<file path="src/rtl/data_mem_access_unit.sv">
// ---------------------------------------------------------------------------
// data_mem_access_unit
//
// Load/store access unit between the multi-cycle CPU MEM state and the data
// RAM. It accepts one request per instruction, builds byte enables and
// lane-replicated write data, runs a req/ack handshake against a wait-stated
// memory and returns sign- or zero-extended load data to write-back.
// The memory is little-endian: byte 0 is bits [7:0] of the word.
//
// Optional feature (compile-time macro MISALIGN_TRAP_EN):
//   defined   : misaligned half/word accesses skip the bus and finish with
//               err=1, load_data=0.
//   undefined : misaligned half/word addresses are aligned down and the
//               access proceeds normally with err=0.
//
// Parameters
//   TIMEOUT       cycles spent in ACCESS without mem_ack before abort (1..255)
//
// Ports
//   clk           in   1   clock, rising edge
//   reset_n       in   1   asynchronous active-low reset
//   i_start       in   1   one-cycle request pulse
//   i_op_load     in   1   access is a load
//   i_op_store    in   1   access is a store (wins if both ops are set)
//   i_size        in   2   00 byte, 01 half, 10/11 word
//   i_sign_ext    in   1   1 sign-extend loads, 0 zero-extend
//   i_addr        in   32  byte address
//   i_store_data  in   32  right-aligned store operand
//   o_busy        out  1   access in progress (cycle after start .. RESP)
//   o_done        out  1   one-cycle completion pulse
//   o_load_data   out  32  extended load result, held until next start
//   o_err         out  1   timeout / misalign flag, valid with o_done
//   o_mem_req     out  1   memory request, held until mem_ack or timeout
//   o_mem_we      out  1   1 store, 0 load
//   o_mem_addr    out  32  word address
//   o_mem_be      out  4   byte enables
//   o_mem_wdata   out  32  lane-replicated store data
//   i_mem_rdata   in   32  read word, sampled with mem_ack
//   i_mem_ack     in   1   memory completion
// ---------------------------------------------------------------------------
module data_mem_access_unit #(
  parameter int unsigned TIMEOUT = 255
) (
  input  logic        clk,
  input  logic        reset_n,
  input  logic        i_start,
  input  logic        i_op_load,
  input  logic        i_op_store,
  input  logic [1:0]  i_size,
  input  logic        i_sign_ext,
  input  logic [31:0] i_addr,
  input  logic [31:0] i_store_data,
  output logic        o_busy,
  output logic        o_done,
  output logic [31:0] o_load_data,
  output logic        o_err,
  output logic        o_mem_req,
  output logic        o_mem_we,
  output logic [31:0] o_mem_addr,
  output logic [3:0]  o_mem_be,
  output logic [31:0] o_mem_wdata,
  input  logic [31:0] i_mem_rdata,
  input  logic        i_mem_ack
);

  typedef enum logic [1:0] {
    S_IDLE   = 2'd0,
    S_ACCESS = 2'd1,
    S_RESP   = 2'd2
  } state_t;

  // Counter value seen in the last allowed ACCESS cycle.
  localparam logic [7:0] CNT_LAST = 8'(TIMEOUT - 1);

  state_t      r_state;
  state_t      w_next;

  logic [31:0] r_addr;
  logic [1:0]  r_size;
  logic        r_sign;
  logic        r_store;
  logic        r_load;
  logic [31:0] r_wdata;
  logic [7:0]  r_cnt;
  logic        r_err;
  logic [31:0] r_load_data;

  logic        w_accept;
  logic        w_op_any;
  logic        w_misalign;
  logic        w_timeout;
  logic [3:0]  w_be;
  logic [31:0] w_wdata;
  logic [31:0] w_load_ext;

  // ---------------------------------------------------------------------
  // Helper functions
  // ---------------------------------------------------------------------

  // Clear the low address bits a half or word access cannot use.
  function automatic logic [31:0] align_addr(input logic [31:0] a,
                                             input logic [1:0]  sz);
    logic [31:0] res;
    case (sz)
      2'b00:   res = a;
      2'b01:   res = {a[31:1], 1'b0};
      default: res = {a[31:2], 2'b00};
    endcase
    return res;
  endfunction

  function automatic logic [3:0] byte_enables(input logic [1:0] lane,
                                              input logic [1:0] sz);
    logic [3:0] res;
    case (sz)
      2'b00:   res = 4'b0001 << lane;
      2'b01:   res = lane[1] ? 4'b1100 : 4'b0011;
      default: res = 4'b1111;
    endcase
    return res;
  endfunction

  // Replicating the operand lets the enables alone pick the target lane.
  function automatic logic [31:0] replicate_wdata(input logic [31:0] d,
                                                  input logic [1:0]  sz);
    logic [31:0] res;
    case (sz)
      2'b00:   res = {4{d[7:0]}};
      2'b01:   res = {2{d[15:0]}};
      default: res = d;
    endcase
    return res;
  endfunction

  function automatic logic [31:0] extract_load(input logic [31:0] word,
                                               input logic [1:0]  lane,
                                               input logic [1:0]  sz,
                                               input logic        sext);
    logic [7:0]  b;
    logic [15:0] h;
    logic [31:0] res;
    case (lane)
      2'd0:    b = word[7:0];
      2'd1:    b = word[15:8];
      2'd2:    b = word[23:16];
      default: b = word[31:24];
    endcase
    h = lane[1] ? word[31:16] : word[15:0];
    case (sz)
      2'b00:   res = {{24{sext & b[7]}}, b};
      2'b01:   res = {{16{sext & h[15]}}, h};
      default: res = word;
    endcase
    return res;
  endfunction

  // ---------------------------------------------------------------------
  // Request decode
  // ---------------------------------------------------------------------
  assign w_accept = (r_state == S_IDLE) && i_start;
  assign w_op_any = i_op_load | i_op_store;

`ifdef MISALIGN_TRAP_EN
  // Size 11 is handled as a word, hence the test on i_size[1].
  assign w_misalign = ((i_size == 2'b01) && i_addr[0]) ||
                      (i_size[1] && (i_addr[1:0] != 2'b00));
`else
  assign w_misalign = 1'b0;
`endif

  assign w_timeout  = (r_cnt == CNT_LAST);
  assign w_be       = byte_enables(r_addr[1:0], r_size);
  assign w_wdata    = replicate_wdata(r_wdata, r_size);
  assign w_load_ext = extract_load(i_mem_rdata, r_addr[1:0], r_size, r_sign);

  // ---------------------------------------------------------------------
  // FSM: state register
  // ---------------------------------------------------------------------
  always_ff @(posedge clk or negedge reset_n) begin
    if (!reset_n) begin
      r_state <= S_IDLE;
    end else begin
      r_state <= w_next;
    end
  end

  // ---------------------------------------------------------------------
  // FSM: next-state logic
  // ---------------------------------------------------------------------
  always_comb begin
    w_next = r_state;
    case (r_state)
      S_IDLE: begin
        if (i_start) begin
          if (w_op_any && !w_misalign) begin
            w_next = S_ACCESS;
          end else begin
            w_next = S_RESP;
          end
        end
      end
      S_ACCESS: begin
        // An ack in the final allowed cycle still counts as success.
        if (i_mem_ack || w_timeout) begin
          w_next = S_RESP;
        end
      end
      S_RESP: begin
        w_next = S_IDLE;
      end
      default: begin
        w_next = S_IDLE;
      end
    endcase
  end

  // ---------------------------------------------------------------------
  // FSM: outputs
  // ---------------------------------------------------------------------
  always_comb begin
    o_busy      = 1'b0;
    o_done      = 1'b0;
    o_mem_req   = 1'b0;
    o_mem_we    = 1'b0;
    o_mem_be    = 4'b0000;
    o_mem_wdata = 32'd0;
    o_mem_addr  = {r_addr[31:2], 2'b00};
    o_load_data = r_load_data;
    o_err       = r_err;
    case (r_state)
      S_ACCESS: begin
        o_busy      = 1'b1;
        o_mem_req   = 1'b1;
        o_mem_we    = r_store;
        o_mem_be    = w_be;
        o_mem_wdata = r_store ? w_wdata : 32'd0;
      end
      S_RESP: begin
        o_busy = 1'b1;
        o_done = 1'b1;
      end
      default: begin
      end
    endcase
  end

  // ---------------------------------------------------------------------
  // Request capture: everything the bus cycle needs is frozen on start so
  // the mem_* outputs stay stable while the CPU moves on.
  // ---------------------------------------------------------------------
  always_ff @(posedge clk or negedge reset_n) begin
    if (!reset_n) begin
      r_addr  <= 32'd0;
      r_size  <= 2'b00;
      r_sign  <= 1'b0;
      r_store <= 1'b0;
      r_load  <= 1'b0;
      r_wdata <= 32'd0;
    end else if (w_accept) begin
      r_addr  <= align_addr(i_addr, i_size);
      r_size  <= i_size;
      r_sign  <= i_sign_ext;
      r_store <= i_op_store;
      r_load  <= i_op_load & ~i_op_store;
      r_wdata <= i_store_data;
    end
  end

  // ---------------------------------------------------------------------
  // Timeout counter: zero outside ACCESS, so it starts from zero on entry.
  // ---------------------------------------------------------------------
  always_ff @(posedge clk or negedge reset_n) begin
    if (!reset_n) begin
      r_cnt <= 8'd0;
    end else if (r_state == S_ACCESS) begin
      r_cnt <= r_cnt + 8'd1;
    end else begin
      r_cnt <= 8'd0;
    end
  end

  // ---------------------------------------------------------------------
  // Result registers: err and load_data settle on entry to RESP and are
  // held afterwards; a completed store leaves load_data as it was.
  // ---------------------------------------------------------------------
  always_ff @(posedge clk or negedge reset_n) begin
    if (!reset_n) begin
      r_err       <= 1'b0;
      r_load_data <= 32'd0;
    end else if (w_accept) begin
      if (!w_op_any) begin
        r_err       <= 1'b0;
        r_load_data <= 32'd0;
      end else if (w_misalign) begin
        r_err       <= 1'b1;
        r_load_data <= 32'd0;
      end else begin
        r_err <= 1'b0;
      end
    end else if (r_state == S_ACCESS) begin
      if (i_mem_ack) begin
        r_err <= 1'b0;
        if (r_load) begin
          r_load_data <= w_load_ext;
        end
      end else if (w_timeout) begin
        r_err       <= 1'b1;
        r_load_data <= 32'd0;
      end
    end
  end

endmodule

</file>
<file path="config.mk">
export PLATFORM = sky130hd
export DESIGN_NAME = data_mem_access_unit
export DESIGN_NICKNAME = d
export VERILOG_FILES = /design/src/rtl/data_mem_access_unit.sv
export SDC_FILE = /design/constraint.sdc
export NUM_CORES = 1
export LEC_CHECK = 0
export CAP_MARGIN = 30
export CELL_PAD_IN_SITES_DETAIL_PLACEMENT = 1
export CELL_PAD_IN_SITES_GLOBAL_PLACEMENT = 1
export CORE_MARGIN = 4
export CORE_UTILIZATION = 34
export CTS_CLUSTER_SIZE = 30
export DETAILED_ROUTE_END_ITERATION = 6
export HOLD_SLACK_MARGIN = 0.15
export MAX_ROUTING_LAYER = met4
export PLACE_DENSITY_LB_ADDON = 0.1
export RECOVER_POWER = 25
export SYNTH_ARGS = -nofsm -noshare
export SYNTH_HDL_FRONTEND = slang
export SYNTH_SLANG_ARGS = --single-unit
</file>
<file path="constraint.sdc">
create_clock -name clk -period 2.45 [get_ports clk]
set_clock_uncertainty 0.1 [all_clocks]
set_input_delay 0.3675 -clock clk [delete_from_list [all_inputs] [get_ports clk]]
set_output_delay 0.3675 -clock clk [all_outputs]
set_load 0.03 [all_outputs]
</file>
== Word level (Yosys, flattened, before mapping) ==
Index checks and enable logic that the tools add are counted.

* Flip-flop bits (word level): 112
* ROM bits: 0
* Memories kept: 0
* Bits in writable memories: 0
* Input bits: 105
* Output and inout port bits: 105
* Bits in latches: 0
* Word-level logic and storage cells: 69

* Shift-type cells: 1
* Eq/ne operators: 11
* $lt $le $gt $ge: 0
* Bitwise gates (word level): 5
* Reduce and logical (&&, ||, !) cells: 12
* $mul: 0
* Add/subtract/negate cells: 1
* Div/mod/pow operators: 0
* Multiplexer cells: 29

{| class="wikitable"
|+ Operator list
! cell !! count
|-
| $mux W32 || 8
|-
| $pmux W32 S2 || 2
|-
| $pmux W8 S3 || 1
|-
| $mux W16 || 1
|-
| $add A8 B1 Y8 const B || 1
|-
| $eq A2 B1 Y1 const B || 4
|-
| $eq A8 B8 Y1 const B || 1
|-
| $logic_not A2 Y1 || 4
|-
| $mux W1 || 8
|-
| $mux W4 || 2
|-
| $mux W8 || 1
|-
| $pmux W2 S2 || 2
|-
| $pmux W4 S2 || 1
|-
| $mux W2 || 3
|-
| $ne A2 B2 Y1 const B || 3
|-
| $eq A2 B2 Y1 const B || 2
|-
| $reduce_and A2 Y1 || 2
|-
| $reduce_and A4 Y1 || 1
|-
| $shl A1 B2 Y4 const A || 1
|-
| $and A1 B1 Y1 || 3
|-
| $ne A3 B1 Y1 const B || 1
|-
| $reduce_bool A3 Y1 || 1
|-
| $reduce_bool A2 Y1 || 1
|-
| $reduce_or A2 Y1 || 1
|-
| other kinds (4) || 4
|}

== Depth between registers and ports, before layout ==
* Word-level depth: 8
* Gate-level depth with buffers: 8
* Mapped depth without buffers: 6

== Least setup slack after synthesis ==
OpenSTA, ideal clock, no wires.

* Path type: register -> output
* From: reg r_state[1]
* To: out o_mem_wdata[13]
* Arrival time: 1.830 ns
* Data required time: 1.982 ns
* Slack: 0.153 ns
* Stages on the path, launching flop included: 6
* Path buffers: 1
* Cells stage by stage: dfrtp_1 inv_1 ha_1 nand2_1 clkbuf_1 a21oi_1

* Longest elaborated chain between the ends: 2

{| class="wikitable"
|+ RTL lines
! item !! RTL line !! text
|-
| from (decl) || 75 || <nowiki>state_t r_state;</nowiki>
|-
| from (signal assigned) || 183 || <nowiki>r_state <= w_next;</nowiki>
|-
| $eq A2 B1 Y1 || 230 || <nowiki>case (r_state)</nowiki>
|-
| $mux W32 || 230 ||
|-
| to (decl) || 61 || <nowiki>output logic [31:0] o_mem_wdata,</nowiki>
|}

Every way passes these cells.

== Final worst setup path ==
* From: reg r_state[1]
* To: out o_mem_be[2]

* Longest elaborated chain between the ends: 2

{| class="wikitable"
|+ RTL lines
! item !! RTL line !! text
|-
| $eq A2 B1 Y1 || 230 ||
|-
| $mux W4 || 230 ||
|-
| to (decl) || 60 || <nowiki>output logic [3:0] o_mem_be,</nowiki>
|}

Every way passes these cells.

==> key figures <==
Pwr
  – Final Power: 10.1 mW
  – Pleak: 3.44 nW
  – Pwr dens: 1240 nW/um^2
  – VDD IR-drop max: 514 uV

STA
  – Slew headroom: 57.0%
  – Worst-Margin Slew: 0.646 ns
  – Setup TNS: 0 ns
  – RSZ-0062 raised after global routing: no
  – Final worst-path cycle share: 94.4%
  – Final setup fails: 0
  – Final Max Slew Viols: 0
  – Fmax: 433 MHz
  – Final Hold Viols: 0
  – Final period demand of the worst path: 2.31 ns

Cells and area
  – Fin area: 8140 um^2
  – Antenna fix cells: 0
  – Util after Layout: 49.1%
  – Fin nets: 814
  – Area growth, synth to finish: 41.6%
  – Share of layout cells above drive strength 1: 23.1%

Placed design
  – Final HPWL DP: 13100 um
  – Dpl cell area: 7850 um^2
  – I/O Buffers: 207
  – Final Wtd Congestion: 0.808

Critical path
  – CP startpoint: r_state[1]
  – Worst reg2reg path depth: 6
  – Crit Path Class: reg -> out
  – R2R Setup Slk: 0.23 ns
  – R2R Path End: o_load_data[7]
  – Worst Path Required: 1.98 ns
  – CP Max Fanout: 8
  – Arrival time of the worst setup path: 1.84 ns
  – Startpoint Class: flop
  – Reg2reg start: r_state[0]
  – Setup crit end kind: primary output

Logic synthesis
  – Ys async rst share: 100%
  – Top cells by area, synth: dfrtp_1, mux2_2, buf_4, mux2i_1, o21ai_0
  – Netlist cell types: 51
  – Syn Area/Cell: 10.9 um^2
  – Synth area leader: dfrtp_1
  – Top_reg_cell synth: dfrtp_1
  – Sequential cell area fraction in the yosys report: 48.7%
  – Yosys reg bits: 112
  – Yosys warning count: 0
  – Post-synth top cells: dfrtp_1, mux2_2, nand2_1
  – Syn Std Cell Area: 5750 um^2
  – Share of the synthesized area in the top cell type: 48.7%
  – Post-synth EDFFs: 0
  – Post-Syn Instances: 526
  – Count leader, synth: dfrtp_1

Worst hold path
  – Hold wc startpoint: o_load_data[0]
  – Hold Path End: o_load_data[0]
  – Hold Crit Class: reg -> reg
  – Hold Path Cell Cnt: 1

CTS
  – CTS tree: built
  – Clk_lat worst skew: 0.36 ns
  – Clock transition at path regs: 0.08 ns
  – CTS Buf Count: 9
  – Htree depth: 3
  – Max clock buf depth: 2
  – Clock Sinks: 112
  – CTS root buf: clkbuf_16
  – Post-CTS Setup Bufs: 0

Die
  – # IOs: 210
  – Starting Density: 34.7%
  – Die Span X: 138 um
  – # rows: 47
  – Area of the die: 19100 um^2
  – Die Ht: 138 um
  – Core ar.: 16600 um^2

Global routing
  – First-pass GRT wire length: 28400 um
  – Largest net degree at the start of global routing: 113
  – Initial antenna violation count: 0
  – Aggregate global routing overflow: 0
  – Vias in the first global route: 5143
  – GRT Total Usage: 19.1%

Route
  – Post-route ant nets: 0
  – Vias: 4609
  – Residual DRC count: 0
  – DR WL/cell: 18.8 um
  – Routed WL: 17500 um
  – Met3 Wirelength: 1040 um
  – Routed length on met2: 8680 um
  – Vias per inst: 4.96
  – Met1 wire length: 7500 um
  – Starting DRT DRC Count: 196
  – Top sig layer: met4
  – Drt pass-1 iters: 4

Outcome
  – Status: completed

Run
  – MaxCap Viol Count: 0
[stage by stage]
stage,std cells,hold slack [ns],setup slack (ns)
after global placement,912,0.378,0.124
final,929,0.400,0.138
after CTS,929,0.401,0.0113
after detailed placement,912,0.378,0.0386
after global routing,929,0.421,0.0225
after floorplan,527,-0.0281,0.153
[sequential cells by signal, summed over array words and instances, names as in the netlist]
register	flops
o_err	1
o_load_data	32
r_addr	32
r_cnt	8
r_load	1
r_sign	1
r_size	2
r_state	2
r_store	1
r_wdata	32
[cell usage in the layout (no fill, tap or decap), types with 2 or more instances in the layout]
master / Yosys / routed
conb_1: 1 / 2
o2bb2ai_1: 7 / 7
o21ai_0: 32 / 32
buf_4: 33 / 51
a21boi_0: 2 / 2
a31oi_1: 2 / 2
buf_12: 0 / 6
clkdlybuf4s50_1: 0 / 169
a21oi_1: 27 / 27
xnor2_1: 5 / 5
inv_1: 6 / 6
nand2b_1: 13 / 13
clkinvlp_4: 0 / 3
dfrtp_1: 112 / 111
clkinv_4: 0 / 2
o211ai_1: 17 / 17
nand3_1: 5 / 5
o21a_1: 2 / 2
clkbuf_16: 0 / 9
nor2b_1: 12 / 12
a221oi_1: 7 / 7
ha_1: 5 / 4
a32o_1: 8 / 8
and3_1: 8 / 8
mux2_2: 73 / 73
and2_1: 7 / 7
nor2_1: 31 / 31
mux2i_1: 19 / 19
nand2_1: 41 / 39
[worst max-delay path, cell delays in order (launching register included)]
cell and delay [ns]:
dfrtp_1 0.40, inv_1 0.09, ha_2 0.28, buf_4 0.17, a21boi_0 0.38, buf_12 0.18
[routing by layer]
metal  up-vias  track usage (%)
met1      2263             23.3
met3        18             4.59
li1       2188                -
met2       140             31.7
met4         0             5.30
met5         -                -
[report_power, final]
group | leakage [nW] | switching (mW) | internal, mW
clock | 0.131 | 0.704 | 0.720
sequential | 1.40 | 0.566 | 2.64
combinational | 1.90 | 3.00 | 2.45
total | 3.44 | 4.27 | 5.81
[how the worst max path moves through the flow]
stage                                  to
after floorplan           o_mem_wdata[13]
after global placement     o_load_data[7]
after detailed placement   o_load_data[7]
after CTS                     o_mem_be[2]
after global routing      o_mem_wdata[13]
final                         o_mem_be[2]
[repair_timing]
| action | 4_1_cts | 5_1_grt |
|---|---|---|
| resized for setup | 0 | 2 |
| hold endpoints to repair | 112 | 0 |
| endpoints found under the setup margin | 0 | 19 |
| hold buffers | 1 | 0 |
[kinds of logic after synthesis]
family / after synthesis / share of synthesized area [%]
other: 1 / 0.0652
buffers and inverters: 68 / 7.25
AOI/OAI and AO/OA: 112 / 12.8
muxes: 92 / 17.6
DFF: 112 / 48.7
xor gates and xnor gates: 6 / 0.914
and+or+nand+nor: 130 / 11.5
adders and majority gates: 5 / 1.09
[final cells by class]
type	count	area (um^2)
sequential	112	2800
tap	220	275
clock buffer	10	239
clock inverter	6	45.0
multi-input combinational	347	2550
inverter	6	22.5
timing repair buffer	228	2210
fill	1822	8440
Power figures use the tool's default switching activity.
